`src/rtl/dsel_arb_pkg.sv`:
```
// Shared types and constants for the dsel write-side arbiter.
package dsel_arb_pkg;

  typedef enum logic [1:0] {
    IDLE  = 2'd0,
    GNT_A = 2'd1,
    GNT_B = 2'd2
  } arb_state_e;

  localparam int CFG_PRIO_BIT = 0;
  localparam int CFG_MODE_BIT = 2;

  localparam logic SRC_A = 1'b0;
  localparam logic SRC_B = 1'b1;

  function automatic logic src_of(arb_state_e s);
    return (s == GNT_B) ? SRC_B : SRC_A;
  endfunction

endpackage

```
`src/rtl/dsel_wr_arbiter_if.sv`:
```
// Request channels A/B and the SRAM write port of the dsel write arbiter.
interface dsel_wr_arbiter_if #(
  parameter int LOC_AWIDTH = 32,
  parameter int LOC_DWIDTH = 32
);
  logic                  in_valid_a;
  logic                  in_ready_a;
  logic [LOC_AWIDTH-1:0] in_addr_a;
  logic [LOC_DWIDTH-1:0] in_data_a;
  logic                  in_valid_b;
  logic                  in_ready_b;
  logic [LOC_AWIDTH-1:0] in_addr_b;
  logic [LOC_DWIDTH-1:0] in_data_b;
  logic                  ram_wr_en;
  logic [LOC_AWIDTH-1:0] ram_wr_addr;
  logic [LOC_DWIDTH-1:0] ram_wr_data;
  logic                  ram_wr_src;

  modport master (
    output in_valid_a, in_addr_a, in_data_a,
    output in_valid_b, in_addr_b, in_data_b,
    input  in_ready_a, in_ready_b,
    input  ram_wr_en, ram_wr_addr, ram_wr_data, ram_wr_src
  );

  modport slave (
    input  in_valid_a, in_addr_a, in_data_a,
    input  in_valid_b, in_addr_b, in_data_b,
    output in_ready_a, in_ready_b,
    output ram_wr_en, ram_wr_addr, ram_wr_data, ram_wr_src
  );
endinterface

```
`src/rtl/dsel_req_fifo.sv`:
```
// Synchronous {addr, data} request FIFO; ready/full depends only on the registered count.
module dsel_req_fifo #(
  parameter int AWIDTH = 32,
  parameter int DWIDTH = 32,
  parameter int DEPTH  = 4,
  localparam int PW    = $clog2(DEPTH),
  localparam int CW    = PW + 1
) (
  input  logic              clk,
  input  logic              rst_n,
  input  logic              i_push,
  input  logic              i_pop,
  input  logic [AWIDTH-1:0] i_addr,
  input  logic [DWIDTH-1:0] i_data,
  output logic [AWIDTH-1:0] o_addr,
  output logic [DWIDTH-1:0] o_data,
  output logic              o_full,
  output logic              o_empty,
  output logic [CW-1:0]     o_count
);

  logic [AWIDTH+DWIDTH-1:0] r_mem [DEPTH];
  logic [PW-1:0]            r_wr_ptr;
  logic [PW-1:0]            r_rd_ptr;
  logic [CW-1:0]            r_count;
  logic                     w_push_ok;
  logic                     w_pop_ok;

  // A full FIFO refuses a push even when a pop frees a slot in the same cycle.
  assign o_full    = (r_count == CW'(DEPTH));
  assign o_empty   = (r_count == '0);
  assign o_count   = r_count;
  assign w_push_ok = i_push && !o_full;
  assign w_pop_ok  = i_pop && !o_empty;

  always_ff @(posedge clk) begin
    if (rst_n) begin
      r_wr_ptr <= '0;
      r_rd_ptr <= '0;
      r_count  <= '0;
    end else begin
      if (w_push_ok) r_wr_ptr <= r_wr_ptr + PW'(1);
      if (w_pop_ok)  r_rd_ptr <= r_rd_ptr + PW'(1);
      case ({w_push_ok, w_pop_ok})
        2'b10:   r_count <= r_count + CW'(1);
        2'b01:   r_count <= r_count - CW'(1);
        default: r_count <= r_count;
      endcase
    end
  end

  always_ff @(posedge clk) begin
    if (w_push_ok) r_mem[r_wr_ptr] <= {i_addr, i_data};
  end

  assign {o_addr, o_data} = r_mem[r_rd_ptr];

endmodule

```
`src/rtl/dsel_wr_arbiter.sv`:
```
// Write-side arbiter: drains channel FIFOs A/B into the registered SRAM write port,
// fixed-priority or burst-limited round-robin.
//
// state | meaning
// IDLE  | nothing popped in the previous cycle
// GNT_A | channel A popped in the previous cycle
// GNT_B | channel B popped in the previous cycle
module dsel_wr_arbiter
  import dsel_arb_pkg::*;
#(
  parameter int LOC_AWIDTH = 32,
  parameter int LOC_DWIDTH = 32,
  parameter int FIFO_DEPTH = 4,
  parameter int BURST_MAX  = 4
) (
  input  logic             clk,
  input  logic             rst_n,
  dsel_wr_arbiter_if.slave bus,
  input  logic [31:0]      arb_cfg,
  output logic             arb_busy
);

  localparam int CW = $clog2(FIFO_DEPTH) + 1;
  localparam int BW = $clog2(BURST_MAX) + 1;
  localparam logic [BW-1:0] BURST_LAST = BW'(BURST_MAX - 1);

  arb_state_e            r_state;
  arb_state_e            w_next_state;
  logic [BW-1:0]         r_burst_cnt;
  logic [BW-1:0]         w_burst_nxt;
  logic                  r_last_src;

  logic                  r_wr_en;
  logic [LOC_AWIDTH-1:0] r_wr_addr;
  logic [LOC_DWIDTH-1:0] r_wr_data;
  logic                  r_wr_src;

  logic                  w_pop_a;
  logic                  w_pop_b;
  logic                  w_sel_src;
  logic [LOC_AWIDTH-1:0] w_sel_addr;
  logic [LOC_DWIDTH-1:0] w_sel_data;

  logic                  w_full_a, w_full_b;
  logic                  w_empty_a, w_empty_b;
  logic                  w_ne_a, w_ne_b;
  logic [CW-1:0]         w_cnt_a, w_cnt_b;
  logic [LOC_AWIDTH-1:0] w_head_addr_a, w_head_addr_b;
  logic [LOC_DWIDTH-1:0] w_head_data_a, w_head_data_b;
  logic                  w_mode_rr;
  logic                  w_prio_b;
  logic                  w_unused;

  assign w_mode_rr = arb_cfg[CFG_MODE_BIT];
  assign w_prio_b  = arb_cfg[CFG_PRIO_BIT];
  assign w_unused  = ^{arb_cfg[31:3], arb_cfg[1], w_cnt_a, w_cnt_b};
  assign w_ne_a    = !w_empty_a;
  assign w_ne_b    = !w_empty_b;

  dsel_req_fifo #(.AWIDTH(LOC_AWIDTH), .DWIDTH(LOC_DWIDTH), .DEPTH(FIFO_DEPTH)) u_fifo_a (
    .clk     (clk),
    .rst_n   (rst_n),
    .i_push  (bus.in_valid_a),
    .i_pop   (w_pop_a),
    .i_addr  (bus.in_addr_a),
    .i_data  (bus.in_data_a),
    .o_addr  (w_head_addr_a),
    .o_data  (w_head_data_a),
    .o_full  (w_full_a),
    .o_empty (w_empty_a),
    .o_count (w_cnt_a)
  );

  dsel_req_fifo #(.AWIDTH(LOC_AWIDTH), .DWIDTH(LOC_DWIDTH), .DEPTH(FIFO_DEPTH)) u_fifo_b (
    .clk     (clk),
    .rst_n   (rst_n),
    .i_push  (bus.in_valid_b),
    .i_pop   (w_pop_b),
    .i_addr  (bus.in_addr_b),
    .i_data  (bus.in_data_b),
    .o_addr  (w_head_addr_b),
    .o_data  (w_head_data_b),
    .o_full  (w_full_b),
    .o_empty (w_empty_b),
    .o_count (w_cnt_b)
  );

  assign bus.in_ready_a = !w_full_a;
  assign bus.in_ready_b = !w_full_b;

  always_ff @(posedge clk) begin
    if (rst_n) begin
      r_state     <= IDLE;
      r_burst_cnt <= '0;
      r_last_src  <= SRC_B;
    end else begin
      r_state     <= w_next_state;
      r_burst_cnt <= w_burst_nxt;
      if (w_next_state != IDLE) r_last_src <= src_of(w_next_state);
    end
  end

  // The grant chosen here is popped in this same cycle.
  always_comb begin
    w_next_state = IDLE;
    if (!w_mode_rr) begin
      if (w_prio_b) w_next_state = w_ne_b ? GNT_B : (w_ne_a ? GNT_A : IDLE);
      else          w_next_state = w_ne_a ? GNT_A : (w_ne_b ? GNT_B : IDLE);
    end else begin
      unique case (r_state)
        GNT_A: begin
          if (w_ne_a && (r_burst_cnt < BURST_LAST || !w_ne_b)) w_next_state = GNT_A;
          else if (w_ne_b)                                    w_next_state = GNT_B;
        end
        GNT_B: begin
          if (w_ne_b && (r_burst_cnt < BURST_LAST || !w_ne_a)) w_next_state = GNT_B;
          else if (w_ne_a)                                    w_next_state = GNT_A;
        end
        default: begin
          if (w_ne_a && w_ne_b) w_next_state = (r_last_src == SRC_B) ? GNT_A : GNT_B;
          else if (w_ne_a)      w_next_state = GNT_A;
          else if (w_ne_b)      w_next_state = GNT_B;
        end
      endcase
    end
  end

  // Fixed mode pins the counter at zero, so a mode change always starts a fresh burst.
  always_comb begin
    w_burst_nxt = '0;
    if (w_mode_rr && w_next_state != IDLE && w_next_state == r_state) begin
      w_burst_nxt = (r_burst_cnt < BURST_LAST) ? r_burst_cnt + BW'(1) : r_burst_cnt;
    end
  end

  always_comb begin
    w_pop_a    = (w_next_state == GNT_A);
    w_pop_b    = (w_next_state == GNT_B);
    w_sel_src  = w_pop_b ? SRC_B : SRC_A;
    w_sel_addr = w_pop_b ? w_head_addr_b : w_head_addr_a;
    w_sel_data = w_pop_b ? w_head_data_b : w_head_data_a;
  end

  always_ff @(posedge clk) begin
    if (rst_n) begin
      r_wr_en   <= 1'b0;
      r_wr_addr <= '0;
      r_wr_data <= '0;
      r_wr_src  <= SRC_A;
    end else begin
      r_wr_en <= w_pop_a || w_pop_b;
      if (w_pop_a || w_pop_b) begin
        r_wr_addr <= w_sel_addr;
        r_wr_data <= w_sel_data;
        r_wr_src  <= w_sel_src;
      end
    end
  end

  assign bus.ram_wr_en   = r_wr_en;
  assign bus.ram_wr_addr = r_wr_addr;
  assign bus.ram_wr_data = r_wr_data;
  assign bus.ram_wr_src  = r_wr_src;
  assign arb_busy        = w_ne_a || w_ne_b || r_wr_en;

endmodule
```
`src/flat_wrapper.sv`:
```
// flat-port wrapper written by rule: the top's interface ports become plain ports
module dsel_wr_arbiter_flat import dsel_arb_pkg::*;
#(
  parameter int LOC_AWIDTH = 32,
  parameter int LOC_DWIDTH = 32,
  parameter int FIFO_DEPTH = 4,
  parameter int BURST_MAX  = 4
)
  (clk, rst_n, arb_cfg, arb_busy, bus_in_valid_a, bus_in_addr_a, bus_in_data_a, bus_in_valid_b, bus_in_addr_b, bus_in_data_b, bus_in_ready_a, bus_in_ready_b, bus_ram_wr_en, bus_ram_wr_addr, bus_ram_wr_data, bus_ram_wr_src);
  dsel_wr_arbiter_if #(.LOC_AWIDTH(LOC_AWIDTH), .LOC_DWIDTH(LOC_DWIDTH)) bus_i ();
  input  logic clk;
  input  logic rst_n;
  input  logic [31:0] arb_cfg;
  output logic arb_busy;
  input wire logic [$bits(bus_i.in_valid_a)-1:0] bus_in_valid_a;
  input wire logic [$bits(bus_i.in_addr_a)-1:0] bus_in_addr_a;
  input wire logic [$bits(bus_i.in_data_a)-1:0] bus_in_data_a;
  input wire logic [$bits(bus_i.in_valid_b)-1:0] bus_in_valid_b;
  input wire logic [$bits(bus_i.in_addr_b)-1:0] bus_in_addr_b;
  input wire logic [$bits(bus_i.in_data_b)-1:0] bus_in_data_b;
  output wire logic [$bits(bus_i.in_ready_a)-1:0] bus_in_ready_a;
  output wire logic [$bits(bus_i.in_ready_b)-1:0] bus_in_ready_b;
  output wire logic [$bits(bus_i.ram_wr_en)-1:0] bus_ram_wr_en;
  output wire logic [$bits(bus_i.ram_wr_addr)-1:0] bus_ram_wr_addr;
  output wire logic [$bits(bus_i.ram_wr_data)-1:0] bus_ram_wr_data;
  output wire logic [$bits(bus_i.ram_wr_src)-1:0] bus_ram_wr_src;
  assign bus_i.in_valid_a = bus_in_valid_a;
  assign bus_i.in_addr_a = bus_in_addr_a;
  assign bus_i.in_data_a = bus_in_data_a;
  assign bus_i.in_valid_b = bus_in_valid_b;
  assign bus_i.in_addr_b = bus_in_addr_b;
  assign bus_i.in_data_b = bus_in_data_b;
  assign bus_in_ready_a = bus_i.in_ready_a;
  assign bus_in_ready_b = bus_i.in_ready_b;
  assign bus_ram_wr_en = bus_i.ram_wr_en;
  assign bus_ram_wr_addr = bus_i.ram_wr_addr;
  assign bus_ram_wr_data = bus_i.ram_wr_data;
  assign bus_ram_wr_src = bus_i.ram_wr_src;
  dsel_wr_arbiter #(.LOC_AWIDTH(LOC_AWIDTH), .LOC_DWIDTH(LOC_DWIDTH), .FIFO_DEPTH(FIFO_DEPTH), .BURST_MAX(BURST_MAX)) u_core (.clk(clk), .rst_n(rst_n), .bus(bus_i), .arb_cfg(arb_cfg), .arb_busy(arb_busy));
endmodule
```
`config.mk`:
```
export PLATFORM = sky130hd
export DESIGN_NAME = dsel_wr_arbiter_flat
export DESIGN_NICKNAME = d
export VERILOG_FILES = /design/src/rtl/dsel_arb_pkg.sv /design/src/rtl/dsel_wr_arbiter_if.sv /design/src/rtl/dsel_req_fifo.sv /design/src/rtl/dsel_wr_arbiter.sv /design/src/flat_wrapper.sv
export SDC_FILE = /design/constraint.sdc
export NUM_CORES = 1
export LEC_CHECK = 0
export BUFFER_PORTS_ARGS = -buffer_cell sky130_fd_sc_hd__buf_2
export CAP_MARGIN = 15
export CELL_PAD_IN_SITES_DETAIL_PLACEMENT = 1
export CELL_PAD_IN_SITES_GLOBAL_PLACEMENT = 1
export CORE_MARGIN = 1
export CORE_UTILIZATION = 38
export DETAILED_ROUTE_END_ITERATION = 10
export MAX_ROUTING_LAYER = met4
export PLACE_DENSITY_LB_ADDON = 0.1
export SYNTH_ARGS = -nofsm -noshare
export SYNTH_HDL_FRONTEND = slang
export SYNTH_SLANG_ARGS = --single-unit
```
`constraint.sdc`:
```
create_clock -name clk -period 4.15 [get_ports clk]
set_input_delay 1.0375 -clock clk [delete_from_list [all_inputs] [get_ports clk]]
set_output_delay 1.0375 -clock clk [all_outputs]
set_load 0.05 [all_outputs]
```
==> impl_metrics.tcl <==
set metrics [dict create \
    final_util 0.456 \
    setup_slack_ns 0.697 \
    rsz0062_at_grt "no" \
    clk_latency_ns 0.59 \
    ff2ff_path_depth 14 \
    grt_use_total 0.189 \
    reg2reg_slack_ns 0.70 \
    synth_top_area_share 0.680 \
    antenna_found_initial 17 \
    die-area_mm2 0.0605 \
    endpoint_kind "flop" \
    synthDistinctLibCells 39 \
    drc_errors 0 \
    fin_skew_ns 0.0303 \
    period_share 0.832 \
    ys_ff_latch 602 \
    synth_top_area_cell "edfxtp_1" \
    maxCapViolations 0 \
    drtIter0Drc 525 \
    ys_top_cells_by_area "edfxtp_1 (68%), mux4_2 (13%), dfxtp_1 (8.0%)" \
    path_class "reg2reg" \
    grt_start_max_net_pins 67 \
    cts_tree "done" \
    grt_pass1_wl_um 80100 \
    synth_cells 1117 \
    r2r_start "u_core.r_state[1]$_SDFF_PP0_" \
    io-pin-count 233 \
    postCtsSetupBuffers 0 \
    hpwlAfterDp_um 31800 \
    die_w_um 246 \
    overflow 0 \
    start_util 0.384 \
    fin_nets 1537 \
    yosys_warnings 0 \
    critPathLaunchType "flop" \
    area_growth_pct 18.9 \
    cts_num_sinks 602 \
    power.leakage_nw 8.92 \
    fin_crit_ns 3.45 \
    routedWlPerCell_um 24.6 \
    crit_fanout 5 \
    via_per_inst 5.08 \
    min_to "u_core.bus.ram_wr_addr[13]$_SDFFE_PP0P_" \
    vdd_ir_drop_max_uv 667 \
    cp_data_required_time_ns 4.66 \
    dp_slack_ns 0.384 \
    finalSetupViolCount 0 \
    drt-total-wl_um 54000 \
    finalHoldViolCount 0 \
    dr_total_vias 11200 \
    slew_viol_final 0 \
    pwr_density_cell_mw_per_mm2 757 \
    core_area_mm2 0.0589 \
    cp.arrival_ns 3.96 \
    fmax_mhz 290 \
    drtPass1Iterations 6 \
    holdPathStages 2 \
    cts_resized 0 \
    setup_tns_ns 0 \
    finalWeightedCongestion 0.692 \
    clk_pin_slew_ns 0.06 \
    cts_made_buffers 67 \
    ant_nets 0 \
    cts_max_level 3 \
    status "complete, no violations" \
    row_count 89 \
    synth_area_per_cell_um2 20.2 \
    grt_pass1_vias 12100 \
    hold_start "u_core.bus.ram_wr_addr[13]$_SDFFE_PP0P_" \
    hold_class "reg2reg" \
    syn_nets 1299 \
    regToRegEndpoint "u_core.u_fifo_b.o_count[2]$_SDFFE_PP0P_" \
    port_buffers 202 \
    relSlewSlack 0.452 \
    drive_above_1_share 0.332 \
    synth_seq_area_share 0.760 \
    tightest_slew_ns 0.822 \
    cts_root_buf "clkbuf_16" \
    netlist_area_mm2 0.0226 \
    die_h_um 246 \
    holdBufCountCts 0 \
    clock_path_buffers 3 \
]
[worst max path at each step]
stage / slack [ns] / end / from / depth (start not counted)
after floorplan: 0.78 / u_core.u_fifo_b.o_count[2]$_SDFFE_PP0P_ / arb_cfg[2] / 13
after global placement: 0.38 / u_core.u_fifo_b.o_count[2]$_SDFFE_PP0P_ / arb_cfg[2] / 13
after detailed placement: 0.38 / u_core.u_fifo_b.o_count[2]$_SDFFE_PP0P_ / arb_cfg[2] / 13
after CTS: 0.69 / u_core.u_fifo_b.o_count[2]$_SDFFE_PP0P_ / u_core.r_state[1]$_SDFF_PP0_ / 14
after global routing: 0.45 / u_core.u_fifo_b.o_count[2]$_SDFFE_PP0P_ / u_core.r_state[1]$_SDFF_PP0_ / 14
final: 0.70 / u_core.u_fifo_b.o_count[2]$_SDFFE_PP0P_ / u_core.r_state[1]$_SDFF_PP0_ / 14
[routing by layer]
metal	vias up	track usage	part of all wire
met3	65	0.0419	0.050
met2	219	0.307	0.50
met5	-	-	0
met4	0	0.0495	0.015
met1	5854	0.241	0.44
li1	5028	-	-
[cell type report]
cell class                 count  area, µm²
timing repair buffer         229       1370
inverter                      18       67.6
tap                          773        967
sequential                   602      17200
fill                        5509      32000
clock buffer                  94       1880
clock inverter                28        206
antenna                       15       37.5
multi-input combinational    437       5160
[stage by stage]
step,std cells,power (mW),hold WS [ns],instance area [µm²]
final,2196,20.4,0.481,26900
after global routing,2196,21.4,0.514,26900
after CTS,2181,20.7,0.486,26800
after detailed placement,2059,15.0,0.479,24800
after global placement,2059,14.8,0.470,24800
after floorplan,1117,12.8,0.450,22600
[cells in the mapped netlist]
master,n
a211o_1,1
a211oi_1,65
a21oi_1,8
a21oi_2,1
a221oi_1,1
a22oi_4,1
a31oi_2,1
and2_1,4
and2_2,1
and2b_2,1
and3_1,8
buf_1,10
buf_2,14
buf_4,7
clkbuf_1,29
dfxtp_1,90
edfxtp_1,512
fa_1,2
ha_1,16
inv_1,18
mux2i_1,65
mux4_2,128
nand2_1,9
nand3_1,3
nor2_1,88
nor2b_1,4
nor3_1,2
nor3b_1,1
nor4_1,3
o2111ai_1,1
o21ai_0,3
o21ai_1,1
o311a_4,1
o31a_1,1
or3_1,2
or3_2,1
or3_4,2
xnor2_1,6
xor2_1,6
[registers in the layout, indices dropped and copies added, names as in the netlist, named ones only]
name                      flops
u_core.u_fifo_b.r_wr_ptr      2
u_core.u_fifo_a.r_mem       256
u_core.bus.ram_wr_src         1
u_core.u_fifo_a.o_count       3
u_core.u_fifo_a.r_rd_ptr      2
u_core.u_fifo_b.r_mem       256
u_core.r_burst_cnt            3
u_core.bus.ram_wr_en          1
u_core.r_last_src             1
u_core.u_fifo_b.o_count       3
u_core.u_fifo_b.r_rd_ptr      2
u_core.bus.ram_wr_addr       32
u_core.bus.ram_wr_data       32
u_core.u_fifo_a.r_wr_ptr      2
u_core.r_state                2
[critical path: stages (launching register included)]
cell      delay, ns
dfxtp_1        0.36
inv_1          0.06
ha_1           0.24
nor2b_1        0.15
a221oi_1       0.31
o31a_1         0.20
nor2b_1        0.47
ha_4           0.23
and2_2         0.17
ha_1           0.18
inv_1          0.06
fa_1           0.37
xor2_1         0.15
or3_1          0.30
a21oi_1        0.14
[power by group]
part	switching, mW	internal (mW)
combinational	4.15	2.70
sequential	0.440	7.42
clock	2.30	3.35
total	6.89	13.5
[cell families (layout without fill, tap and decap cells)]
kind of cell	count (synthesis)	after routing	share of synthesized area
and+or+nand+nor	129	129	0.0254
buffers and inverters	78	369	0.0149
xor gates and xnor gates	12	12	0.00465
DFF	602	602	0.760
other	0	15	0
muxes	193	193	0.156
adders and majority gates	18	18	0.0106
AOI/OAI and AO/OA	85	85	0.0286
[cell usage in the layout (no fill, tap or decap), drive strengths merged, types with 4 or more instances in the layout]
master / n
nand2: 9
edfxtp: 512
clkinv: 22
clkbuf: 94
a21oi: 9
xor2: 6
and3: 8
dfxtp: 90
mux4: 128
nor2b: 4
diode: 15
mux2i: 65
buf: 229
nor2: 88
ha: 16
o21ai: 4
and2: 5
inv: 19
or3: 5
xnor2: 6
a211oi: 65
No activity file was read; power rests on OpenSTA's default activity.
